===== src/rtl/vga_pkg.sv =====
// Shared definitions for the VGA test-pattern source: pattern codes, pixel type
// and frame geometry helpers.
package vga_pkg;

  localparam logic [1:0] PAT_SOLID = 2'd0;
  localparam logic [1:0] PAT_RAMP  = 2'd1;
  localparam logic [1:0] PAT_CHK   = 2'd2;
  localparam logic [1:0] PAT_ANIM  = 2'd3;

  typedef struct packed {
    logic [7:0] r;
    logic [7:0] g;
    logic [7:0] b;
  } rgb_t;

  function automatic int unsigned h_total(input int unsigned bp, input int unsigned act,
                                          input int unsigned fp, input int unsigned sync);
    return bp + act + fp + sync;
  endfunction

  function automatic int unsigned v_total(input int unsigned act, input int unsigned blank);
    return act + blank;
  endfunction

endpackage


===== src/rtl/vga_if.sv =====
// Video stream bundle: run/pattern controls in, registered sync/data stream out.
interface vga_if;
  logic        en;
  logic [1:0]  mode;
  logic [23:0] solid_rgb;
  logic        vga_vs;
  logic        vga_hs;
  logic        vga_de;
  logic [31:0] vga_data;
  logic [7:0]  frame_cnt;
  logic        sof;

  // master is the video source
  modport master (
    input  en, mode, solid_rgb,
    output vga_vs, vga_hs, vga_de, vga_data, frame_cnt, sof
  );

  modport slave (
    output en, mode, solid_rgb,
    input  vga_vs, vga_hs, vga_de, vga_data, frame_cnt, sof
  );
endinterface


===== src/rtl/vga_timing.sv =====
// Horizontal/vertical counters, run flag and registered vs/hs/de/sof/frame count.
module vga_timing
  import vga_pkg::*;
#(
  parameter int unsigned H_ACT   = 16,
  parameter int unsigned V_ACT   = 16,
  parameter int unsigned H_BP    = 4,
  parameter int unsigned H_FP    = 4,
  parameter int unsigned H_SYNC  = 4,
  parameter int unsigned V_BLANK = 4
) (
  input  logic       clk_i,
  input  logic       rst_i,
  input  logic       en_i,
  output logic       boundary_o,
  output logic       de_next_o,
  output logic [7:0] x_o,
  output logic [7:0] y_o,
  output logic       vs_o,
  output logic       hs_o,
  output logic       de_o,
  output logic       sof_o,
  output logic [7:0] frame_cnt_o
);

  localparam int unsigned HTot = h_total(H_BP, H_ACT, H_FP, H_SYNC);
  localparam int unsigned VTot = v_total(V_ACT, V_BLANK);
  localparam int unsigned HW   = $clog2(HTot);
  localparam int unsigned VW   = $clog2(VTot);

  localparam logic [HW-1:0] HActStart = HW'(H_BP);
  localparam logic [HW-1:0] HActEnd   = HW'(H_BP + H_ACT);
  localparam logic [HW-1:0] HsStart   = HW'(H_BP + H_ACT + H_FP);
  localparam logic [HW-1:0] HLast     = HW'(HTot - 1);
  localparam logic [VW-1:0] VActEnd   = VW'(V_ACT);
  localparam logic [VW-1:0] VLast     = VW'(VTot - 1);

  logic [HW-1:0] hcnt_q, hcnt_d;
  logic [VW-1:0] vcnt_q, vcnt_d;
  logic          running_q, running_d;
  logic          vs_q, vs_d, hs_q, hs_d, de_q, de_d, sof_q, sof_d;
  logic [7:0]    frame_cnt_q, frame_cnt_d;
  logic          boundary, run_eff;
  logic [HW-1:0] x_w;

  always_comb begin
    boundary  = (hcnt_q == '0) && (vcnt_q == '0);
    // en is only honoured at the frame boundary; mid-frame the latched flag rules
    run_eff   = boundary ? en_i : running_q;
    running_d = run_eff;
    hcnt_d    = hcnt_q;
    vcnt_d    = vcnt_q;
    if (run_eff) begin
      if (hcnt_q == HLast) begin
        hcnt_d = '0;
        vcnt_d = (vcnt_q == VLast) ? '0 : vcnt_q + VW'(1);
      end else begin
        hcnt_d = hcnt_q + HW'(1);
      end
    end
    vs_d        = run_eff && (vcnt_q < VActEnd);
    de_d        = vs_d && (hcnt_q >= HActStart) && (hcnt_q < HActEnd);
    hs_d        = run_eff && (hcnt_q >= HsStart);
    sof_d       = run_eff && boundary;
    frame_cnt_d = sof_d ? frame_cnt_q + 8'd1 : frame_cnt_q;
    x_w         = hcnt_q - HActStart;
  end

  always_ff @(posedge clk_i or posedge rst_i) begin
    if (rst_i) begin
      hcnt_q      <= '0;
      vcnt_q      <= '0;
      running_q   <= 1'b0;
      vs_q        <= 1'b0;
      hs_q        <= 1'b0;
      de_q        <= 1'b0;
      sof_q       <= 1'b0;
      frame_cnt_q <= 8'd0;
    end else begin
      hcnt_q      <= hcnt_d;
      vcnt_q      <= vcnt_d;
      running_q   <= running_d;
      vs_q        <= vs_d;
      hs_q        <= hs_d;
      de_q        <= de_d;
      sof_q       <= sof_d;
      frame_cnt_q <= frame_cnt_d;
    end
  end

  assign boundary_o  = boundary;
  assign de_next_o   = de_d;
  assign x_o         = 8'(x_w);
  assign y_o         = 8'(vcnt_q);
  assign vs_o        = vs_q;
  assign hs_o        = hs_q;
  assign de_o        = de_q;
  assign sof_o       = sof_q;
  assign frame_cnt_o = frame_cnt_q;

endmodule


===== src/rtl/vga_pattern_gen.sv =====
// VGA test-pattern source: timing core plus a registered 4-mode RGB pattern mux.
module vga_pattern_gen
  import vga_pkg::*;
#(
  parameter int unsigned H_ACT    = 16,
  parameter int unsigned V_ACT    = 16,
  parameter int unsigned H_BP     = 4,
  parameter int unsigned H_FP     = 4,
  parameter int unsigned H_SYNC   = 4,
  parameter int unsigned V_BLANK  = 4,
  parameter int unsigned CHK_LOG2 = 2
) (
  input logic   vga_clk,
  input logic   rst,
  vga_if.master vid
);

  logic        boundary, de_next;
  logic [7:0]  x, y, frame_cnt;
  logic        vs, hs, de, sof;
  logic [1:0]  mode_q, mode_d;
  logic [31:0] data_q, data_d;
  logic [7:0]  xy;
  logic        chk;
  rgb_t        rgb;

  vga_timing #(
    .H_ACT  (H_ACT),
    .V_ACT  (V_ACT),
    .H_BP   (H_BP),
    .H_FP   (H_FP),
    .H_SYNC (H_SYNC),
    .V_BLANK(V_BLANK)
  ) u_timing (
    .clk_i      (vga_clk),
    .rst_i      (rst),
    .en_i       (vid.en),
    .boundary_o (boundary),
    .de_next_o  (de_next),
    .x_o        (x),
    .y_o        (y),
    .vs_o       (vs),
    .hs_o       (hs),
    .de_o       (de),
    .sof_o      (sof),
    .frame_cnt_o(frame_cnt)
  );

  always_comb begin
    mode_d = boundary ? vid.mode : mode_q;
    xy     = x ^ y;
    chk    = |(xy & (8'd1 << CHK_LOG2));
    case (mode_q)
      PAT_SOLID: rgb = rgb_t'(vid.solid_rgb);
      PAT_RAMP:  rgb = '{r: x, g: y, b: 8'h00};
      PAT_CHK:   rgb = chk ? '1 : '0;
      PAT_ANIM:  rgb = '{r: x + frame_cnt, g: y, b: frame_cnt};
      default:   rgb = '0;
    endcase
    // frame_cnt has already stepped at sof, before any pixel of the new frame
    data_d = de_next ? {8'h00, rgb} : 32'h0;
  end

  always_ff @(posedge vga_clk or posedge rst) begin
    if (rst) begin
      mode_q <= PAT_SOLID;
      data_q <= 32'h0;
    end else begin
      mode_q <= mode_d;
      data_q <= data_d;
    end
  end

  assign vid.vga_vs    = vs;
  assign vid.vga_hs    = hs;
  assign vid.vga_de    = de;
  assign vid.vga_data  = data_q;
  assign vid.frame_cnt = frame_cnt;
  assign vid.sof       = sof;

endmodule


===== src/flat_wrapper.sv =====
// flat-port wrapper written by rule: the top's interface ports become plain ports
module vga_pattern_gen_flat import vga_pkg::*;
#(
  parameter int unsigned H_ACT    = 16,
  parameter int unsigned V_ACT    = 16,
  parameter int unsigned H_BP     = 4,
  parameter int unsigned H_FP     = 4,
  parameter int unsigned H_SYNC   = 4,
  parameter int unsigned V_BLANK  = 4,
  parameter int unsigned CHK_LOG2 = 2
)
  (vga_clk, rst, vid_en, vid_mode, vid_solid_rgb, vid_vga_vs, vid_vga_hs, vid_vga_de, vid_vga_data, vid_frame_cnt, vid_sof);
  vga_if vid_i ();
  input logic vga_clk;
  input logic rst;
  input wire logic [$bits(vid_i.en)-1:0] vid_en;
  input wire logic [$bits(vid_i.mode)-1:0] vid_mode;
  input wire logic [$bits(vid_i.solid_rgb)-1:0] vid_solid_rgb;
  output wire logic [$bits(vid_i.vga_vs)-1:0] vid_vga_vs;
  output wire logic [$bits(vid_i.vga_hs)-1:0] vid_vga_hs;
  output wire logic [$bits(vid_i.vga_de)-1:0] vid_vga_de;
  output wire logic [$bits(vid_i.vga_data)-1:0] vid_vga_data;
  output wire logic [$bits(vid_i.frame_cnt)-1:0] vid_frame_cnt;
  output wire logic [$bits(vid_i.sof)-1:0] vid_sof;
  assign vid_i.en = vid_en;
  assign vid_i.mode = vid_mode;
  assign vid_i.solid_rgb = vid_solid_rgb;
  assign vid_vga_vs = vid_i.vga_vs;
  assign vid_vga_hs = vid_i.vga_hs;
  assign vid_vga_de = vid_i.vga_de;
  assign vid_vga_data = vid_i.vga_data;
  assign vid_frame_cnt = vid_i.frame_cnt;
  assign vid_sof = vid_i.sof;
  vga_pattern_gen #(.H_ACT(H_ACT), .V_ACT(V_ACT), .H_BP(H_BP), .H_FP(H_FP), .H_SYNC(H_SYNC), .V_BLANK(V_BLANK), .CHK_LOG2(CHK_LOG2)) u_core (.vga_clk(vga_clk), .rst(rst), .vid(vid_i));
endmodule

===== config.mk =====
export PLATFORM = sky130hd
export DESIGN_NAME = vga_pattern_gen_flat
export DESIGN_NICKNAME = d
export VERILOG_FILES = /design/src/rtl/vga_pkg.sv /design/src/rtl/vga_if.sv /design/src/rtl/vga_timing.sv /design/src/rtl/vga_pattern_gen.sv /design/src/flat_wrapper.sv
export SDC_FILE = /design/constraint.sdc
export NUM_CORES = 1
export LEC_CHECK = 0
export BUFFER_PORTS_ARGS = -buffer_cell sky130_fd_sc_hd__clkbuf_2
export CAP_MARGIN = 5
export CELL_PAD_IN_SITES_DETAIL_PLACEMENT = 0
export CELL_PAD_IN_SITES_GLOBAL_PLACEMENT = 1
export CORE_MARGIN = 1.5
export CORE_UTILIZATION = 37
export DETAILED_ROUTE_END_ITERATION = 16
export GPL_ROUTABILITY_DRIVEN = 0
export GPL_TIMING_DRIVEN = 0
export PLACE_DENSITY_LB_ADDON = 0.1
export SLEW_MARGIN = 10
export SYNTH_ARGS = -nofsm -noshare
export SYNTH_HDL_FRONTEND = slang
export SYNTH_SLANG_ARGS = --single-unit
export TNS_END_PERCENT = 50

===== constraint.sdc =====
create_clock -name vga_clk -period 2.85 [get_ports vga_clk]
set_input_delay 0.285 -clock vga_clk [delete_from_list [all_inputs] [get_ports vga_clk]]
set_output_delay 0.285 -clock vga_clk [all_outputs]
set_load 0.01 [all_outputs]

# --- Word-level counts from Yosys, hierarchy flattened ---
# Index checks and enable logic that the tools add are counted.
# Widths: inputs -> output; s select.
totals:
  regBits: 57
  elab_cells: 41
op_classes:
  order_cmp: 4
  n_mux: 6
  n_addsub: 5
  n_eq_ne: 5
  n_reduce_logical: 10
  bitwise: 1
op_table:
  columns: ["operator", "n"]
  rows:
  - ["$pmux 24 s4", 1]
  - ["$mux 24", 2]
  - ["$add 5x1->5 const B", 2]
  - ["$eq 5x5->1 const B", 2]
  - ["$logic_not 5->1", 2]
  - ["$lt 5x5->1 const B", 2]
  - ["$mux 5", 2]
  - ["$add 5x8->8", 1]
  - ["$add 8x1->8 const B", 1]
  - ["$logic_and 1x1->1", 6]
  - ["$ge 5x3->1 const B", 1]
  - ["$ge 5x5->1 const B", 1]
  - ["$sub 5x3->5 const B", 1]
  - ["$eq 2x2->1 const B", 2]
  - ["$xor 3x3->3", 1]
  - ["$eq 2x1->1 const B", 1]
  - ["$logic_not 2->1", 1]
  - ["$reduce_and 2->1", 1]
  - ["$mux 1", 1]

# --- Logic depth before layout (Yosys ltp) ---
# Gate-level depths: netlist (run 1).
logic_depth:
  ltp_word: 7
  depth_mapped: 11
  depth_no_buf: 9

# --- Modules after synthesis ---
# From an unflattened synthesis (run 1), not the netlist that was laid out.
hier_totals:
  hier_cells: 275
  area_unflattened_um2: 2970.3
modules_own_cells:
  columns: ["module", "cells_each", "area_per_inst_um2", "instances"]
  rows:
  - ["vga_pattern_gen", 148, 1654.1, 1]
  - ["vga_timing", 127, 1316.3, 1]

# --- Least setup slack after synthesis (run 1) ---
# Ideal clock, no wire load.
synth_timing:
  path_kind: "reg2reg"
  from: "register u_core.u_timing.hcnt_q[2]"
  to: "register u_core.data_q[23], in the netlist u_core.vid.vga_data[23]"
  path_stages_with_launch: 11
  setup_time_ns: 0.094
  synth_period_minus_slack_ns: 2.662
  slack_ns: 0.188
  t_arrival_ns: 2.568
  path_cell_list: "dfrtp_1 clkbuf_1 inv_1 ha_1 xor2_1 ha_1 and2_1 a221o_1 a21oi_1 mux2_2 a211oi_1"
synth_between:
  elab_chain_len: 7
  elab_cells_between_ends: 14
  cone_classes: "2 x add/sub; 2 x order compare; 4 x mux; 1 x bitwise; 5 x reduce/logical"
synth_rtl:
  columns: ["element", "line", "rtl"]
  rows:
  - ["start, declared", "vga_timing.sv:38", "logic [HW-1:0] hcnt_q, hcnt_d;"]
  - ["start signal, assigned", "vga_timing.sv:80", "hcnt_q <= hcnt_d;"]
  - ["parallel branches: the longest is 6 deep, another holds $add 5x8->8", null, null]
  - ["$mux 24 (*)", "vga_pattern_gen.sv:61", "data_d = de_next ? {8'h00, rgb} : 32'h0;"]
  - ["named net u_core.data_d[23]", "vga_pattern_gen.sv:22", "logic [31:0] data_q, data_d;"]
  - ["end signal, assigned", "vga_pattern_gen.sv:70", "data_q <= data_d;"]
  - ["end, declared", "vga_pattern_gen.sv:22", null]
# Mark *: on every way through the listed nets, which the timed path passes.
# A chain may end at the register's enable or synchronous reset.

# --- Worst setup path after layout (run 1) ---
layout_timing:
  from: "register u_core.u_timing.hcnt_q[3]"
  to: "register u_core.data_q[23], in the netlist u_core.vid.vga_data[23]"
# The elaborated chain is that of the path after synthesis.

==> results of run 1 <==
[worst max-delay path by stage]
stage / from / end / slack [ns] / cells after the start
after floorplan: u_core.u_timing.hcnt_q[2] / u_core.vid.vga_data[23] / 0.19 / 10
after global placement: u_core.u_timing.hcnt_q[2] / u_core.vid.vga_data[23] / -0.17 / 10
after detailed placement: u_core.u_timing.hcnt_q[2] / u_core.vid.vga_data[23] / -0.19 / 10
after CTS: u_core.u_timing.hcnt_q[2] / u_core.vid.vga_data[23] / 0.07 / 9
after global routing: u_core.u_timing.hcnt_q[3] / u_core.vid.vga_data[23] / 0.04 / 9
final: u_core.u_timing.hcnt_q[3] / u_core.vid.vga_data[23] / 0.18 / 9
[layer usage]
layer | track usage | wire [µm] | up-vias | part of all wire
li1 | - | - | 1057 | -
met1 | 0.225 | 2850 | 1040 | 0.45
met2 | 0.288 | 3100 | 48 | 0.49
met3 | 0.0295 | 238 | 8 | 0.038
met4 | 0.0685 | 90 | 0 | 0.014
met5 | 0 | 0 | - | 0
[critical path, stage by stage, from the launching register on]
cell and delay (ns):
dfrtp_2 0.46, inv_1 0.15, ha_1 0.21, xor2_2 0.20, ha_1 0.30, and2_1 0.18
a221o_1 0.32, a21oi_1 0.22, mux2_2 0.37, a211oi_1 0.18
[Yosys cell counts (all sizes together) (2+ instances only)]
library cell / number
a21oi: 17
a211oi: 4
inv: 15
a22oi: 10
mux2: 7
a221oi: 2
nor3: 5
nand3b: 3
buf: 15
and2: 2
a31oi: 4
nand3: 6
or3: 4
ha: 15
a2111oi: 2
o22ai: 5
dfrtp: 49
nand4: 4
and3: 4
nand2: 15
xnor2: 5
xor2: 6
nor2: 13
and4b: 2
o21ai: 11
clkbuf: 6
o211a: 3
a21o: 2
or4: 2
nand2b: 2
[final cells by class]
type	count	area share
well taps	99	0.0369
repair buffers	66	0.104
inverters	16	0.0179
clock buffers	5	0.0205
plain buffers	20	0.0444
clock inverters	2	0.0104
multi-input cells	176	0.399
flip-flops and latches	49	0.366
[power by group through the flow]
stage | Clock, mW | Sequential, mW | Combinational [mW]
2_1_floorplan | 0 | 0.711 | 0.0574
3_3_place_gp | 0 | 0.711 | 0.0929
3_5_place_dp | 0 | 0.711 | 0.0968
4_1_cts | 0.510 | 0.697 | 0.0981
5_1_grt | 0.532 | 0.698 | 0.109
6_report | 0.494 | 0.697 | 0.0959
[logic make-up after synthesis]
kind of cell,after synthesis,synth area share
xor gates and xnor gates,11,0.0351
AOI/OAI and AO/OA,67,0.194
buffers and inverters,37,0.0775
muxes,8,0.0324
other,1,0.00137
and+or+nand+nor,66,0.136
DFF,49,0.447
adders and majority gates,16,0.0757
[what timing repair did]
action	CTS	global route
setup endpoints to repair	2	1
pin swaps	0	0
hold buffers	1	0
resized for setup	1	3
endpoints found under the hold margin	21	0
gates cloned	0	0
[registers in the layout, summed over array words and instances, names as in the netlist, 2 cells and up]
register / cells
u_core.vid.vga_data: 24
u_core.u_timing.frame_cnt_o: 8
u_core.u_timing.hcnt_q: 5
u_core.u_timing.vcnt_q: 5
u_core.mode_q: 2
[metrics by stage]
step / setup TNS, ns / util
after floorplan: 0 / -
after global placement: -0.191 / 0.445
after detailed placement: -0.242 / 0.448
after CTS: 0 / 0.464
after global routing: 0 / 0.465
final: 0 / 0.465
[cell usage in the layout, fill, tap and decap left out, drive strengths merged, types with 2 or more instances in the layout]
| master | instances |
|---|---|
| a2111oi | 2 |
| a211oi | 4 |
| a21o | 2 |
| a21oi | 17 |
| a221oi | 2 |
| a22oi | 10 |
| a31oi | 4 |
| and2 | 2 |
| and3 | 4 |
| and4b | 2 |
| buf | 16 |
| clkbuf | 74 |
| clkinv | 2 |
| conb | 8 |
| dfrtp | 49 |
| ha | 15 |
| inv | 15 |
| mux2 | 7 |
| nand2 | 15 |
| nand2b | 2 |
| nand3 | 6 |
| nand3b | 3 |
| nand4 | 4 |
| nor2 | 13 |
| nor3 | 5 |
| o211a | 3 |
| o21ai | 11 |
| o22ai | 5 |
| or3 | 4 |
| or4 | 2 |
| xnor2 | 5 |
| xor2 | 6 |
==> impl_metrics.tcl, run 1 <==
set metrics [dict create \
    outcome "finished clean" \
    clock_latency_ns 0.32 \
    postPlaceCellArea_um2 3230 \
    io_buffers 64 \
    cts_tree "yes" \
    synth_seq_cells 49 \
    drc_errors 0 \
    path_class "reg -> reg" \
    synth_area_per_cell_um2 10.8 \
    io_pins 73 \
    hold-worst-slack_ns 0.193 \
    reg2reg_to "u_core.vid.vga_data[23]" \
    comb_power_share 0.074 \
    nets 379 \
    setup_viol 0 \
    fin_crit_sh 0.935 \
    via_per_inst 4.97 \
    synthArstFlopShare 1.00 \
    diodes 0 \
    maxCapViolations 0 \
    layout_setup_ws_ns 0.184 \
    synth_edf_count 0 \
    antenna_found_initial 0 \
    numCtsBuffers 5 \
    syn_to_final_growth_pct 22.3 \
    seqPwrFrac 0.541 \
    num_rows 31 \
    num_vias 2153 \
    multi_input_area_um2 1340 \
    fin_cells 433 \
    initial_core_util 0.380 \
    yosysTopAreaCell "dfrtp_1" \
    ys_seq_area_frac 0.447 \
    cts_buffer_depth 2 \
    synth.distinct_cells 57 \
    tightest_slew_ns 0.730 \
    grt_pass1_vias 2097 \
    dp.cells 426 \
    syn_inst 255 \
    p_int_mw 0.987 \
    p_sw_frac 0.233 \
    slew_headroom 0.513 \
    die_y_um 89.1 \
    ir_drop_uv 145 \
    critPathLaunchType "flip-flop" \
    grt_pass1_wl_um 10400 \
    fmax_mhz 375 \
    power_density_nw_per_um2 384 \
    dr.pass1.iters 4 \
    wl_per_cell_um 14.5 \
    worst-path-max-fanout 8 \
    leakage_nw 1.77 \
    synth_top_area_share 0.447 \
    maxSlewViolCount 0 \
    hp-class "in -> reg" \
    grt_usage 0.173 \
    arrival_ns 2.89 \
    p_total_mw 1.29 \
    drtAntennaViolNets 0 \
    synth_warnings 0 \
    stdcell_area_um2 3350 \
    grt-ovfl-total 0 \
    path_clk_slew_ns 0.09 \
    fillCellCount 730 \
    die_area_um2 7940 \
    layout-drive-gt1-share 0.359 \
    rsz0062_at_grt "false" \
    routed_wl_um 6280 \
    dieWidth_um 89.1 \
    hold_path_end "u_core.mode_q[0]" \
    dpl.hpwl_um 4740 \
    pwr-share-clk 0.384 \
    grt_max_degree 29 \
    cts_num_sinks 49 \
    skew_ns 0.0107 \
    root_buffer "clkbuf_8" \
    rrSetupSlack_ns 0.18 \
    rr_worst_depth 9 \
    hold_violations 0 \
    post_cts_buffers 0 \
    ys.flop_type "dfrtp_1" \
    pre_cts_slack_ns -0.192 \
    switchingPower_mw 0.300 \
    hold_path_depth 2 \
    min_period_ns 2.67 \
    htreeDepth 2 \
    cp.required_ns 3.08 \
    drtIter0Drc 72 \
    crit_path_end_kind "flip-flop" \
    worstHoldStart "vid_mode[0]" \
    core_area_um2 7210 \
    timing.rr.start "u_core.u_timing.hcnt_q[3]" \
    register_area_um2 1230 \
    synth_area_um2 2740 \
    yosys-top-cells-area "dfrtp_1, ha_1, a21oi_2, mux2_2, a22oi_1" \
]
Note: power is estimated with default switching activity, not from simulation.
==> run 2: changes to the inputs <==
Settings changed: CORE_UTILIZATION 37 to 23.
==> impl_metrics.tcl, run 2 (synthesized netlist as in run 1, its figures left out) <==
set metrics [dict create \
    stdcell_area_um2 3480 \
    root_buffer "clkbuf_16" \
    fin_crit_sh 0.920 \
    skew_ns 0.00393 \
    numCtsBuffers 5 \
    power_density_nw_per_um2 420 \
    grt-ovfl-total 0 \
    rr_worst_depth 9 \
    register_area_um2 1230 \
    dieWidth_um 112 \
    die_y_um 112 \
    via_per_inst 4.48 \
    antenna_found_initial 0 \
    setup_viol 0 \
    routed_wl_um 7270 \
    tightest_slew_ns 0.782 \
    die_area_um2 12600 \
    multi_input_area_um2 1340 \
    ir_drop_uv 232 \
    path_common_cell "ha_1" \
    maxCapViolations 0 \
    grt_max_degree 35 \
    dpl.hpwl_um 5530 \
    path_class "reg -> reg" \
    cts_tree "yes" \
    crit_start "u_core.u_timing.hcnt_q[3]" \
    path_depth 9 \
    path_clk_slew_ns 0.07 \
    rrSetupSlack_ns 0.23 \
    cts_buffer_depth 2 \
    critPathLaunchType "flip-flop" \
    htreeDepth 2 \
    syn_to_final_growth_pct 27.0 \
    num_vias 2148 \
    drtAntennaViolNets 0 \
    core_area_um2 11500 \
    drc_errors 0 \
    crit_buf_inv 1 \
    rsz0062_at_grt "false" \
    nets 381 \
    io_pins 73 \
    setup.worst_path.end "u_core.vid.vga_data[23]" \
    layout_setup_ws_ns 0.227 \
    outcome "finished clean" \
    layout-drive-gt1-share 0.366 \
    final_cell_mix "clkbuf_2, dfrtp_1, nand2_1, ha_1" \
    critPathMaxStageDelay_ns 0.46 \
    grt_pass1_wl_um 11900 \
    crit_path_end_kind "flip-flop" \
    fmax_mhz 381 \
    postPlaceCellArea_um2 3290 \
    cts_num_sinks 49 \
    clock_latency_ns 0.29 \
    final.setup.tns_ns 0 \
    hold_violations 0 \
    dr.pass1.iters 12 \
    initial_core_util 0.238 \
    wl_per_cell_um 15.2 \
    hold-worst-slack_ns 0.243 \
    min_period_ns 2.62 \
    final_common_cell "clkbuf_2" \
    largest_register_ffs 24 \
    grt_pass1_vias 2179 \
    maxSlewViolCount 0 \
    arrival_ns 2.82 \
    num_rows 39 \
    cp.required_ns 3.05 \
    reg2reg_to "u_core.vid.vga_data[23]" \
    diodes 0 \
    slew_headroom 0.479 \
    leakage_nw 1.81 \
    crit_slowest_cell "dfrtp_2" \
    pre_cts_slack_ns -0.303 \
    cp_top_family "compound AO/OA/AOI/OAI gates" \
    io_buffers 64 \
    crit_chain "inv_1, ha_1, xor2_2, ha_1, and2_1, a221o_1, a21oi_2, mux2_2, a211oi_1" \
    grt_usage 0.122 \
    hp-class "in -> reg" \
    worst-path-max-fanout 8 \
    fillCellCount 1237 \
    drtIter0Drc 108 \
    timing.rr.start "u_core.u_timing.hcnt_q[3]" \
]
==> run 2: cell count changes in the layout (fill, tap and decap cells not counted), sizes merged <==
cell	change
buf	+2
==> run 2: routing by layer <==
layer,track usage,vias up,part of all wire
met1,0.163,1032,0.49
met2,0.193,47,0.46
li1,-,1062,-
met4,0.0414,0,0.016
met5,0,-,0
met3,0.0286,7,0.036
==> run 2: power by group <==
part | switching [mW] | total [mW] | leakage [nW] | internal (mW)
Clock | 0.258 | 0.666 | 0.0797 | 0.408
Sequential | 0.00116 | 0.698 | 0.657 | 0.697
Combinational | 0.0621 | 0.0981 | 1.07 | 0.0360
Total | 0.321 | 1.46 | 1.81 | 1.14
==> run 2: through the flow <==
stage	total power [mW]	utilization	cells
2_1_floorplan	0.768	-	262
5_1_grt	1.53	0.302	479
3_3_place_gp	0.808	0.284	469
6_report	1.46	0.302	479
4_1_cts	1.49	0.300	477
3_5_place_dp	0.811	0.286	470
==> run 2: how the worst min path moves through the flow <==
stage	start	to	slack [ns]	cells after the start
2_1_floorplan	vid_mode[0]	u_core.mode_q[0]	0.44	1
3_3_place_gp	u_core.u_timing.frame_cnt_o[7]	u_core.u_timing.frame_cnt_o[7]	0.53	1
3_5_place_dp	rst	u_core.vid.vga_data[3]	0.27	2
4_1_cts	vid_solid_rgb[5]	u_core.vid.vga_data[5]	0.23	3
5_1_grt	vid_solid_rgb[7]	u_core.vid.vga_data[7]	0.24	3
6_report	vid_solid_rgb[5]	u_core.vid.vga_data[5]	0.24	3
==> run 2: cell type report <==
class | count | share of cell area
inverter | 16 | 0.0172
clock buffer | 5 | 0.0359
tap | 143 | 0.0514
buffer | 20 | 0.0427
multi-input combinational | 176 | 0.385
clock inverter | 2 | 0.0101
timing repair buffer | 68 | 0.105
sequential | 49 | 0.353
==> run 2: timing repair <==
action,CTS,global route
endpoints found under the setup margin,3,1
setup buffers,0,2
gates cloned,0,0
resized for setup,2,3
endpoints found under the hold margin,15,0
hold buffers,1,0
==> run 2: worst register-to-register path, delay by kind of cell (launching register included) <==
family	cells	cell delay [ns]
AOI/OAI and AO/OA	3	0.67
adders and majority gates	2	0.51
DFF	1	0.46
muxes	1	0.35
xor gates and xnor gates	1	0.20
and+or+nand+nor	1	0.19
buffers and inverters	1	0.15
